`src/rtl/sif_bridge_fifo.sv`:
```
// Host-side shadow register file with an ordered write-forwarding FIFO toward a downstream port.
// Optional macro SIF_BRIDGE_RD_FWD_EN: a same-cycle read returns the data being written to it.
module sif_bridge_fifo #(
  parameter int unsigned ADDR_W   = 16,
  parameter int unsigned DATA_W   = 16,
  parameter int unsigned DEPTH    = 8,
  parameter int unsigned NUM_REGS = 16
) (
  input  logic                     clk,
  input  logic                     rst,
  input  logic [ADDR_W-1:0]        xa_addr,
  input  logic [DATA_W-1:0]        xa_data_wr,
  input  logic                     xa_wr_s,
  input  logic                     xa_rd_s,
  output logic [DATA_W-1:0]        xa_data_rd,
  output logic                     xa_rd_vld,
  output logic                     xa_busy,
  output logic [ADDR_W-1:0]        wa_addr,
  output logic [DATA_W-1:0]        wa_data_wr,
  output logic                     wa_wr_s,
  input  logic                     wa_ready,
  output logic [$clog2(DEPTH):0]   fifo_level,
  output logic                     ovf_err
);

  localparam int unsigned PTR_W = $clog2(DEPTH);
  localparam int unsigned IDX_W = $clog2(NUM_REGS);
  localparam int unsigned LVL_W = PTR_W + 1;

  logic [ADDR_W-1:0] addr_mem [DEPTH];
  logic [DATA_W-1:0] data_mem [DEPTH];
  logic [DATA_W-1:0] shadow_q [NUM_REGS];

  logic [PTR_W-1:0]  wr_ptr_q, rd_ptr_q;
  logic [LVL_W-1:0]  level_q;
  logic [DATA_W-1:0] rd_data_q, rd_val;
  logic              rd_vld_q, ovf_q;

  logic [IDX_W-1:0]  idx;
  logic              in_range, full, not_empty, push, pop, shadow_wr;

  assign idx       = xa_addr[IDX_W-1:0];
  assign in_range  = (xa_addr >> IDX_W) == '0;
  // Busy comes from the registered level only, so a same-cycle pop never admits a push.
  assign full      = (level_q == LVL_W'(DEPTH));
  assign not_empty = (level_q != '0);
  assign push      = xa_wr_s & ~full;
  assign pop       = not_empty & wa_ready;
  assign shadow_wr = push & in_range;

  always_comb begin
    rd_val = '0;
    if (in_range) rd_val = shadow_q[idx];
`ifdef SIF_BRIDGE_RD_FWD_EN
    // Read and write share xa_addr, so an accepted in-range write always hits the read index.
    if (shadow_wr) rd_val = xa_data_wr;
`else
    rd_val = rd_val;
`endif
  end

  always_ff @(posedge clk) begin
    if (rst) begin
      wr_ptr_q <= '0;
      rd_ptr_q <= '0;
      level_q  <= '0;
      ovf_q    <= 1'b0;
    end else begin
      if (push) wr_ptr_q <= wr_ptr_q + PTR_W'(1);
      if (pop)  rd_ptr_q <= rd_ptr_q + PTR_W'(1);
      level_q <= level_q + LVL_W'(push) - LVL_W'(pop);
      if (xa_wr_s && full) ovf_q <= 1'b1;
    end
  end

  always_ff @(posedge clk) begin
    if (!rst && push) begin
      addr_mem[wr_ptr_q] <= xa_addr;
      data_mem[wr_ptr_q] <= xa_data_wr;
    end
  end

  always_ff @(posedge clk) begin
    if (rst) begin
      for (int i = 0; i < int'(NUM_REGS); i++) shadow_q[i] <= '0;
    end else if (shadow_wr) begin
      shadow_q[idx] <= xa_data_wr;
    end
  end

  always_ff @(posedge clk) begin
    if (rst) begin
      rd_vld_q  <= 1'b0;
      rd_data_q <= '0;
    end else begin
      rd_vld_q <= xa_rd_s;
      if (xa_rd_s) rd_data_q <= rd_val;
    end
  end

  assign xa_data_rd = rd_data_q;
  assign xa_rd_vld  = rd_vld_q;
  assign xa_busy    = full;
  assign fifo_level = level_q;
  assign ovf_err    = ovf_q;
  assign wa_wr_s    = not_empty;
  // Head outputs read as zero while empty, which also gives zeros straight out of reset.
  assign wa_addr    = not_empty ? addr_mem[rd_ptr_q] : '0;
  assign wa_data_wr = not_empty ? data_mem[rd_ptr_q] : '0;

endmodule

```
`config.mk`:
```
export PLATFORM = sky130hd
export DESIGN_NAME = sif_bridge_fifo
export DESIGN_NICKNAME = d
export VERILOG_FILES = /design/src/rtl/sif_bridge_fifo.sv
export SDC_FILE = /design/constraint.sdc
export NUM_CORES = 1
export LEC_CHECK = 0
export ABC_AREA = 1
export CAP_MARGIN = 20
export CORE_ASPECT_RATIO = 1.75
export CORE_MARGIN = 2
export CORE_UTILIZATION = 53
export CTS_CLUSTER_DIAMETER = 120
export DETAILED_ROUTE_END_ITERATION = 10
export PLACE_DENSITY = 0.74
export SYNTH_ARGS = -nofsm -noshare
export SYNTH_HDL_FRONTEND = slang
export SYNTH_SLANG_ARGS = --single-unit
```
`constraint.sdc`:
```
create_clock -name clk -period 2.96 [get_ports clk]
set_clock_uncertainty 0.05 [all_clocks]
set_input_delay 0.296 -clock clk [delete_from_list [all_inputs] [get_ports clk]]
set_output_delay 0.296 -clock clk [all_outputs]
set_load 0.005 [all_outputs]
```
Word level (Yosys, flattened, before mapping). Memories as Yosys holds them, arrays and structs flattened. A register that Yosys moved wholly into a read port is not among the register bits. Cells that the tools add are included.

Bitwise logic cells: 4. Reduce and logical (&&, ||, !) cells: 6. Add/subtract/negate cells: 4. Mux-type cells: 17. Equality and inequality tests: 1.

Operators with widths (count): 16-bit 2-to-1 mux (4); 16-bit zero test (1); 16-bit OR reduction (1); 3-bit 2-to-1 mux (4); 1-bit 2-to-1 mux (8); 3-bit by 1-bit adder with 3-bit output, second input constant (2); 4-bit by 1-bit adder with 4-bit output (1); 4-bit equality test, second input constant (1); 4-bit 2-to-1 mux (1); 4-bit nonzero test (1); 4-bit by 1-bit subtractor with 4-bit output (1); 1-bit bitwise AND (3); 1-bit logical AND (2); 1-bit zero test (1); 1-bit inverter (1).

Word-level logic and storage cells: 41. Memories: 3. Register bits: 28. Output and inout port bits: 56. Bits in writable memories: 512. Bits of input ports: 37.

Memories: shadow_q (depth 16, bits a word 16, rd ports 1, clocked after memory_dff 0, wr ports 16, RTL line 32) `logic [DATA_W-1:0] shadow_q [NUM_REGS];`; addr_mem (depth 8, bits a word 16, rd ports 1, clocked after memory_dff 1, wr ports 1, RTL line 30) `logic [ADDR_W-1:0] addr_mem [DEPTH];`; data_mem (depth 8, bits a word 16, rd ports 1, clocked after memory_dff 1, wr ports 1, RTL line 31) `logic [DATA_W-1:0] data_mem [DEPTH];`.

Logic depth before layout (Yosys ltp). Gate-level depths: netlist of the first run.

Depth in word-level cells: 9. Mapped depth: 12. Depth with buffers taken out: 12.

Least setup slack after synthesis of the first run. Ideal clock, no wire load.

Kind: reg-to-reg. From: register level_q[2], in the netlist fifo_level[2]. To: memory addr_mem[1][0] (enable). Setup time: 421 ps. Cell stages (with the launch flop): 8. Period minus slack after synthesis: 2821 ps. Path buffers: 0. Setup slack: 139 ps. Data required time: 2489 ps. Data arrival time: 2350 ps. Cell sequence: dfxtp_1 > inv_1 > ha_1 > nand3_4 > nand2_4 > nor2_4 > nand2_1 > nor2_1.

Longest elaborated chain between the ends: 6.

Ends and longest elaborated chain: start, declared (RTL line 35) `logic [LVL_W-1:0] level_q;`; start signal, assigned (RTL line 71) `level_q <= level_q + LVL_W'(push) - LVL_W'(pop);`; 4-bit equality test (RTL line 45) `assign full = (level_q == LVL_W'(DEPTH));`; 1-bit inverter (RTL line 47) `assign push = xa_wr_s & ~full;`; 1-bit bitwise AND (RTL line 47); 1-bit logical AND (RTL line 77) `if (!rst && push) begin`; 1-bit 2-to-1 mux (RTL line 77); 1-bit 2-to-1 mux (implied by the code) (RTL line 78) `addr_mem[wr_ptr_q] <= xa_addr;`; end, declared (RTL line 30).

No other way between the ends.

Final worst setup path of the first run.
From: register level_q[2], in the netlist fifo_level[2]. To: output port wa_data_wr[14].

Longest elaborated chain between the ends: 2.

Ends and longest elaborated chain: 4-bit nonzero test (RTL line 46) `assign not_empty = (level_q != '0);`; 16-bit 2-to-1 mux (RTL line 109) `assign wa_data_wr = not_empty ? data_mem[rd_ptr_q] : '0;`; end, declared (RTL line 19) `output logic [DATA_W-1:0] wa_data_wr,`.

No other way between the ends.

==> run summary, run 1 <==
Status = completed
Port Buffer Count = 92
Multiplexer share of the synthesized area = 0
CP Launch Type = flip-flop
Placed Instances = 2,845
Number of global-route vias before repair = 16,462
Register cell area after layout = 16,000 sq um
Layout cell share with drive strength beyond 1 = 0.135
CP Max Fanout = 34
Synth top area share = 0.656
Layout net count = 2,384
Worst reg-to-reg path cell count = 11
Clock Power Share = 0.328
Core Area = 43,500 sq um
Critical Path AT = 2.55 ns
Worst setup path startpoint = fifo_level[2]$_SDFF_PP0_
Leading cell type in the layout, fill and taps excluded = nand2_1
Max VDD drop = 0.500 mV
Largest family of logic cells by synthesized area = simple AND/OR/NAND/NOR gates
Total Wirelength = 61.7 mm
CP Class = flip-flop to output port
Leading cell types in the layout, fill and taps excluded = 723 x nand2_1, 512 x edfxtp_1, 373 x nor2_1
Final Critical Period = 2.90 ns
FMAX = 0.345 GHz
Place WS = 0.121 ns
Simple-Gate Fraction of Synth Area = 0.216
P per Cell Area = 715 nW/um^2
Synthesized area per cell = 10.5 sq um
Synth cell types = 27
RePlAce Congestion = 0.942
GRT Residual Overflow = 0
Clock tree root buffer cell = clkbuf_16
Synthesis-to-finish area growth = 16.3%
Fillers = 3,365
Drc violations = 0
Sequential share of power = 0.452
Sw power = 5.36 mW
Sequential-to-total area share from yosys stat = 0.683
Syn_nets = 2,272
CTS tree = done
Crit path capture type = output port
Antenna-violating nets left = 0
Ranking of synthesized cells by area = edfxtp_1 66%, nand2_1 12%, nor2_1 6.2%, o21ai_0 3.5%, dfxtp_1 2.6%
Leak pwr = 10.8 nW
Met1 Use GR = 0.287
Ports = 93
Worst setup margin = 0.0604 ns
Clock Tree Buf Depth = 3
RR Startpoint = fifo_level[2]$_SDFF_PP0_
GRT Resource Usage Total = 0.264
Reg clk slew, reported paths = 0.07 ns
Setup TNS = 0 ns
Starting Density = 0.539
RSZ-0062 raised after global routing = true
Final Hold Fails = 0
TritonRoute pass-1 iters = 6
Die Wd = 163 um
Synth Cell Area = 23,400 sq um
Area occupied by multi-input gates = 6690 sq um
Internal power = 14.1 mW
Initial antenna violation count = 0
Vias after detailed routing = 16,582
Final setup violation count = 0
Critical Path RT = 2.61 ns
Hold Worst Slack = 0.328 ns
Die Ht = 282 um
Adder-cell share of the synthesized area = 0.00459
Worst Hold Launch = xa_addr[1]
Total Die Area = 46,000 sq um
Compound-Gate Fraction of Synth Area = 0.0612
Clk Latency, worst-skew pair = 0.58 ns
WL/cell = 21.0 um
GR Layer Usage met2 = 0.479
Site Rows = 101
Yosys reg bits = 543
Post-synth top area cell = edfxtp_1
Logic pwr share = 0.220
GR met3 Demand/Resource = 0.0315
Initial DRC count = 1,558
Slew @ Worst Pin = 0.906 ns
H-Tree Depth = 2
ANT cells = 0
Layout Utilization = 0.627
Sw Ratio = 0.275
CTS sink count = 543
Drt via density = 5.63
Gr busiest metal = met2
Synth warnings = 0
Largest net degree at the start of global routing = 75
Maxcap violations = 0
Worst slew margin = 0.395
Final HPWL DP = 38.2 mm
CTS Buf Count = 46
Hold path cells = 2
Hold crit path type = input pin to flip-flop
Max Slew Vio Count = 0
First-pass GRT wire length = 91.2 mm
XOR/XNOR share of the synthesized area = 0.000374
Post-Layout Cell Count = 2,943
Mapped Cells = 2,227
Final Cycle Share = 0.980
per-layer routing:
layer,routed length [um],up-vias
li1,-,7662
met1,20700,7895
met2,32200,814
met3,4190,211
met4,4560,0
met5,0,-
worst max-delay path: stages (launching register included):
cell and delay [ns]:
dfxtp_1 0.32, inv_1 0.07, ha_1 0.20, nand3_1 0.12, buf_12 0.21, o21ai_0 0.22, a31oi_1 0.24, clkdlybuf4s50_1 0.53
final timing paths:
path | slack (ns) | endpoint
max | 0.06 | wa_data_wr[14]
min | 0.33 | addr_mem[2][1]$_DFFE_PP_
max reg2reg | 0.46 | shadow_q[0][5]$_SDFFCE_PN0P_
min reg2reg | 0.40 | ovf_err$_SDFFE_PP0P_
flip-flops by register name, indices dropped and copies added, names as in the netlist, named ones only:
signal	count
xa_rd_vld	1
rd_ptr_q	3
data_mem	128
addr_mem	128
ovf_err	1
xa_data_rd	16
shadow_q	256
wr_ptr_q	3
fifo_level	4
power groups by stage:
stage	Sequential (mW)	Clock, mW	Combinational, mW
after floorplan	8.93	0	2.06
after global placement	8.97	0	3.80
after detailed placement	8.99	0	3.89
after CTS	8.81	6.44	4.07
after global routing	8.84	6.72	4.65
final	8.82	6.39	4.29
final cells by class:
type | count | share of cell area
clock inverters | 30 | 0.0136
well taps | 566 | 0.0260
clock buffers | 56 | 0.0448
flip-flops and latches | 543 | 0.587
multi-input cells | 1506 | 0.245
inverters | 39 | 0.00551
repair buffers | 203 | 0.0777
through the flow:
stage | area [sq um] | power [mW]
after global routing | 27300 | 20.2
after floorplan | 23400 | 11.0
after CTS | 27100 | 19.3
final | 27300 | 19.5
after detailed placement | 25400 | 12.9
after global placement | 25400 | 12.8
cell families (layout without fill, tap and decap cells):
| family | count (synthesis) | count (layout) |
|---|---|---|
| buffers and inverters | 178 | 328 |
| AO/OA/AOI/OAI | 270 | 270 |
| adder cells (fa/ha/maj) | 8 | 8 |
| flip-flops | 543 | 543 |
| XOR/XNOR | 1 | 1 |
| AND/OR/NAND/NOR | 1227 | 1227 |
cells in the mapped netlist:
library cell and n:
fa_1 1, nand2_4 17, ha_1 7, nor2_4 2
nand4_4 1, inv_2 3, nand2_1 723, nand3_4 1
dfxtp_1 31, clkinv_1 3, inv_1 33, buf_2 25
nor3_4 4, a31oi_1 32, xnor2_1 1, nor2_2 90
o22ai_1 32, clkbuf_1 83, buf_1 15, o21ai_0 163
o21ai_1 17, edfxtp_1 512, nand3_1 5, a21oi_1 25
nor2_1 384, buf_6 16, a21o_1 1
repair_timing:
action | 4_1_cts | 5_1_grt
pin swaps | 0 | 0
setup endpoints to repair | 23 | 13
gates cloned | 2 | 6
gates resized for setup | 3 | 1
buffers inserted | 3 | 1
hold buffers | 0 | 0
No activity file was read; power rests on OpenSTA's default activity.
==> inputs of run 2 (changes only) <==
- ABC_CLOCK_PERIOD_IN_PS: not set -> 2960
- CTS_CLUSTER_DIAMETER: 120 -> 80
- SETUP_SLACK_MARGIN: not set -> 0.5
==> run 2 against run 1 <==
Compared with the run above:
- power grew 3.2%
- global-route usage grew 2.5 points
- combinational power grew 23%
- sequential cell count is the same
- cell count grew 0.85%
- wire length grew 8.9%
- first-iteration DRC count grew 8.0%
- sequential share of layout area shrank 1.6 points
- largest power group unchanged
- highest routed layer unchanged
==> run summary, run 2 (synthesis gave the netlist of run 1 again) <==
Status = completed
Worst setup margin = 0.352 ns
WL/cell = 22.6 um
Ports = 93
Total Die Area = 46,000 sq um
Die Wd = 163 um
Setup TNS = 0 ns
Final HPWL DP = 37.3 mm
Reg clk slew, reported paths = 0.07 ns
Hold crit path type = input pin to flip-flop
Antenna-violating nets left = 0
RSZ-0062 raised after global routing = true
Clock tree root buffer cell = clkbuf_16
Final Critical Period = 2.61 ns
Number of global-route vias before repair = 17,163
Max FFs per register = 256
Leak pwr = 11.1 nW
Leading cell types in the layout, fill and taps excluded = 706 x nand2_1, 512 x edfxtp_1, 362 x nor2_1
H-Tree Depth = 2
Layout cell share with drive strength beyond 1 = 0.174
Leading cell type in the layout, fill and taps excluded = nand2_1
Final setup violation count = 0
Top Registers = shadow_q x256, addr_mem x128, data_mem x128
First-pass GRT wire length = 98.5 mm
Synthesis-to-finish area growth = 19.6%
CTS sink count = 543
Layout net count = 2,411
Hold buffers post-CTS = 0
Initial DRC count = 1,683
Biggest register = shadow_q
Hold path cells = 2
Clock Tree Buf Depth = 3
Worst reg-to-reg path cell count = 11
End of the worst hold path = addr_mem[4][0]$_DFFE_PP_
Max Slew Vio Count = 0
Critical Path RT = 2.61 ns
GRT Resource Usage Total = 0.289
Initial antenna violation count = 1
Die Ht = 282 um
Drt via density = 5.77
R2R Setup Slk = 0.60 ns
Worst Hold Launch = xa_addr[0]
Total Wirelength = 67.2 mm
Vias after detailed routing = 17,124
Core Area = 43,500 sq um
Critical Path AT = 2.26 ns
Maxcap violations = 0
Crit path capture type = output port
Clk Latency, worst-skew pair = 0.58 ns
CTS tree = done
P per Cell Area = 718 nW/um^2
Site Rows = 101
CP Class = flip-flop to output port
Largest net degree at the start of global routing = 139
Slew @ Worst Pin = 0.864 ns
RePlAce Congestion = 0.944
Final Hold Fails = 0
GRT Residual Overflow = 0
Starting Density = 0.539
Port Buffer Count = 92
Worst slew margin = 0.424
Worst R2R End = shadow_q[11][15]$_SDFFCE_PN0P_
Final Cycle Share = 0.881
TritonRoute pass-1 iters = 7
CP Launch Type = flip-flop
CP Max Fanout = 12
Max VDD drop = 0.692 mV
RR Startpoint = fifo_level[2]$_SDFF_PP0_
FMAX = 0.383 GHz
Drc violations = 0
Place WS = 0.0964 ns
CTS Buf Count = 46
## run 2: layer usage
layer / wire length (um) / vias to the layer above / track usage
li1: - / 7727 / -
met1: 21500 / 8194 / 0.301
met2: 36200 / 960 / 0.538
met3: 4650 / 243 / 0.0372
met4: 4830 / 0 / 0.195
met5: 0 / - / 0
## run 2: worst max path at each step
stage / to / slack [ns] / depth (start not counted)
2_1_floorplan: addr_mem[1][0]$_DFFE_PP_ / 0.14 / 7
3_3_place_gp: shadow_q[13][14]$_SDFFCE_PN0P_ / 0.12 / 10
3_5_place_dp: shadow_q[13][13]$_SDFFCE_PN0P_ / 0.1 / 10
4_1_cts: wa_addr[12] / 0.41 / 8
5_1_grt: wa_data_wr[0] / 0.34 / 8
6_report: wa_data_wr[2] / 0.35 / 7
## run 2: critical path: stages (launching register included)
cell and delay, ns:
dfxtp_4 0.46, buf_6 0.17, buf_16 0.15, o21ai_0 0.12
o22ai_1 0.31, o21ai_1 0.09, a31oi_1 0.21, buf_2 0.16
## run 2: area by class of cell
class	count	area, sq um
diodes	1	2.50
clock buffers	59	1250
clock inverters	24	210
fillers	3175	15400
inverters	39	171
multi-input cells	1506	6960
flip-flops and latches	543	16000
well taps	566	708
repair buffers	229	2720
repair inverters	1	6.26
## run 2: repair_timing
action / 4_1_cts / 5_1_grt
setup endpoints to repair: 32 / 276
buffers inserted: 21 / 15
gates resized for setup: 206 / 78
gates cloned: 16 / 6
pin swaps: 33 / 24
## run 2: through the flow
step | std cells | power [mW] | util | hold WS [ns] | area, sq um
after floorplan | 2227 | 11.0 | - | 0.315 | 23500
after global placement | 2826 | 12.8 | 0.583 | 0.393 | 25300
after detailed placement | 2826 | 12.9 | 0.583 | 0.400 | 25300
after CTS | 2946 | 19.7 | 0.632 | 0.322 | 27500
after global routing | 2968 | 20.7 | 0.645 | 0.338 | 28000
final | 2968 | 20.1 | 0.645 | 0.311 | 28000
## run 2: where the power goes
part	switching, mW	internal (mW)
registers	0.142	8.69
logic	3.06	2.22
clock network	2.73	3.27
total	5.94	14.2
==> inputs of run 3 (changes only) <==
- GPL_TIMING_DRIVEN: not set -> 0
==> run 3 against run 2 <==
Compared with the run above:
- the run now ends with DRC left
- die area is the same
- clock-buffer cell count shrank 1
- global-route usage shrank 0.055 points
- sequential cell count is the same
- sequential share of layout area shrank 0.76 points
- non-clock buffer count grew 52
- largest power group unchanged
- highest routed layer unchanged
==> run summary, run 3 (synthesis gave the netlist of run 1 again) <==
Worst setup margin = 0.437 ns
Initial antenna violation count = 1
Leading cell types in the layout, fill and taps excluded = 706 x nand2_1, 512 x edfxtp_1, 363 x nor2_1
Port Buffer Count = 92
TritonRoute pass-1 iters = 9
Hold crit path type = input pin to flip-flop
Max Slew Vio Count = 0
H-Tree Depth = 2
Buf+Inv Stages, Crit Path = 5
Fillers = 3,213
FMAX = 0.396 GHz
CP Max Fanout = 7
Top Registers = shadow_q x256, addr_mem x128, data_mem x128
Failing checks = DRC
RePlAce Congestion = 0.932
Crit path max-delay family = buffers and inverters
Antenna-violating nets left = 0
Setup TNS = 0 ns
Initial DRC count = 1,579
Leak pwr = 11.3 nW
CTS sink count = 543
Critical Path AT = 2.18 ns
Slew @ Worst Pin = 1.19 ns
Number of global-route vias before repair = 17,082
Drt via density = 5.65
Starting Density = 0.539
Layout Utilization = 0.653
Synthesis-to-finish area growth = 21.2%
Placed Instances = 2,898
Layout cell share with drive strength beyond 1 = 0.184
Hold buffers post-CTS = 0
Leading cell type in the layout, fill and taps excluded = nand2_1
Critical Path RT = 2.61 ns
CTS tree = done
Ports = 93
Total Die Area = 46,000 sq um
Maxcap violations = 0
Post-layout instance area = 28,400 sq um
Die Ht = 282 um
Total Wirelength = 67.5 mm
RSZ-0062 raised after global routing = true
Status = finished, violations left
Largest net degree at the start of global routing = 27
Drc violations = 1
Final Cycle Share = 0.852
Die Wd = 163 um
Core Area = 43,500 sq um
Site Rows = 101
Vias after detailed routing = 17,107
WL/cell = 22.3 um
First-pass GRT wire length = 97.6 mm
Crit path capture type = output port
Place WS = -0.446 ns
GRT Resource Usage Total = 0.289
Clock tree root buffer cell = clkbuf_16
Final setup violation count = 0
Post-Layout Cell Count = 3,028
Max FFs per register = 256
CTS Buf Count = 47
CP cell instances = inv_2 > buf_6 > buf_12 > clkbuf_16 > nor2_1 > o22ai_1 > o21ai_2 > a31oi_2 > buf_2
Biggest register = shadow_q
GRT Residual Overflow = 0
Clk Latency, worst-skew pair = 0.59 ns
DP Area = 25,400 sq um
Worst slew margin = 0.210
CP Class = flip-flop to output port
CP Launch Type = flip-flop
Critical-path top delay cell = dfxtp_4
Final HPWL DP = 46.5 mm
Reg clk slew, reported paths = 0.07 ns
Clock Tree Buf Depth = 3
Largest stage delay, worst path = 0.37 ns
P per Cell Area = 726 nW/um^2
Layout net count = 2,469
Final Critical Period = 2.52 ns
Max VDD drop = 0.478 mV
Final Hold Fails = 0
## run 3: changes by cell type in the layout (fill, tap and decap cells not counted), sizes merged, moves of 4 or more
cell / before / now
clkinv: 21 / 14
clkbuf: 65 / 147
clkdlybuf4s15: 4 / 0
buf: 159 / 131
bufinv: 3 / 11
nand2: 740 / 746
## run 3: repair_timing
item	in CTS	in global routing
endpoints found under the setup margin	292	303
gates cloned	7	7
buffers inserted	16	12
pin swaps	31	35
resized for setup	339	105
## run 3: per-stage QoR
step | power, mW | hold slack [ns]
3_5_place_dp | 13.0 | 0.401
5_1_grt | 21.2 | 0.269
6_report | 20.6 | 0.234
4_1_cts | 20.2 | 0.327
2_1_floorplan | 11.0 | 0.315
3_3_place_gp | 12.8 | 0.389
## run 3: metal layers
metal	wire, um	share of wire	vias to the layer above	track usage
li1	-	-	7876	-
met1	21100	0.31	8131	0.277
met2	36300	0.54	834	0.551
met3	3520	0.052	266	0.0287
met4	6570	0.097	0	0.232
met5	0	0	-	0
## run 3: report_power, final
group	internal [mW]	total [mW]	switching (mW)
logic	1.94	4.87	2.93
clock network	4.07	6.95	2.88
registers	8.69	8.81	0.123
total	14.7	20.6	5.94
## run 3: layout make-up
type / instances / area [sq um] / area share
Tap cell: 566 / 708 / 0.0249
Antenna cell: 1 / 2.50 / 0.0000881
Clock buffer: 58 / 1280 / 0.0450
Buffer: 139 / 1070 / 0.0378
Multi-Input combinational cell: 1512 / 7240 / 0.255
Inverter: 39 / 153 / 0.00537
Clock inverter: 28 / 460 / 0.0162
Sequential cell: 543 / 16000 / 0.564
Timing Repair Buffer: 142 / 1480 / 0.0520
## run 3: path summary, 6_finish.rpt
path / startpoint / endpoint / slack, ns / cells past startpoint
setup / recovery: flip-flop / wa_data_wr[14] / 0.44 / 9
hold / removal: xa_addr[1] / addr_mem[0][1]$_DFFE_PP_ / 0.23 / 1
setup reg to reg: fifo_level[2]$_SDFF_PP0_ / shadow_q[8][1]$_SDFFCE_PN0P_ / 0.59 / 11
hold reg to reg: ovf_err$_SDFFE_PP0P_ / ovf_err$_SDFFE_PP0P_ / 0.41 / 2
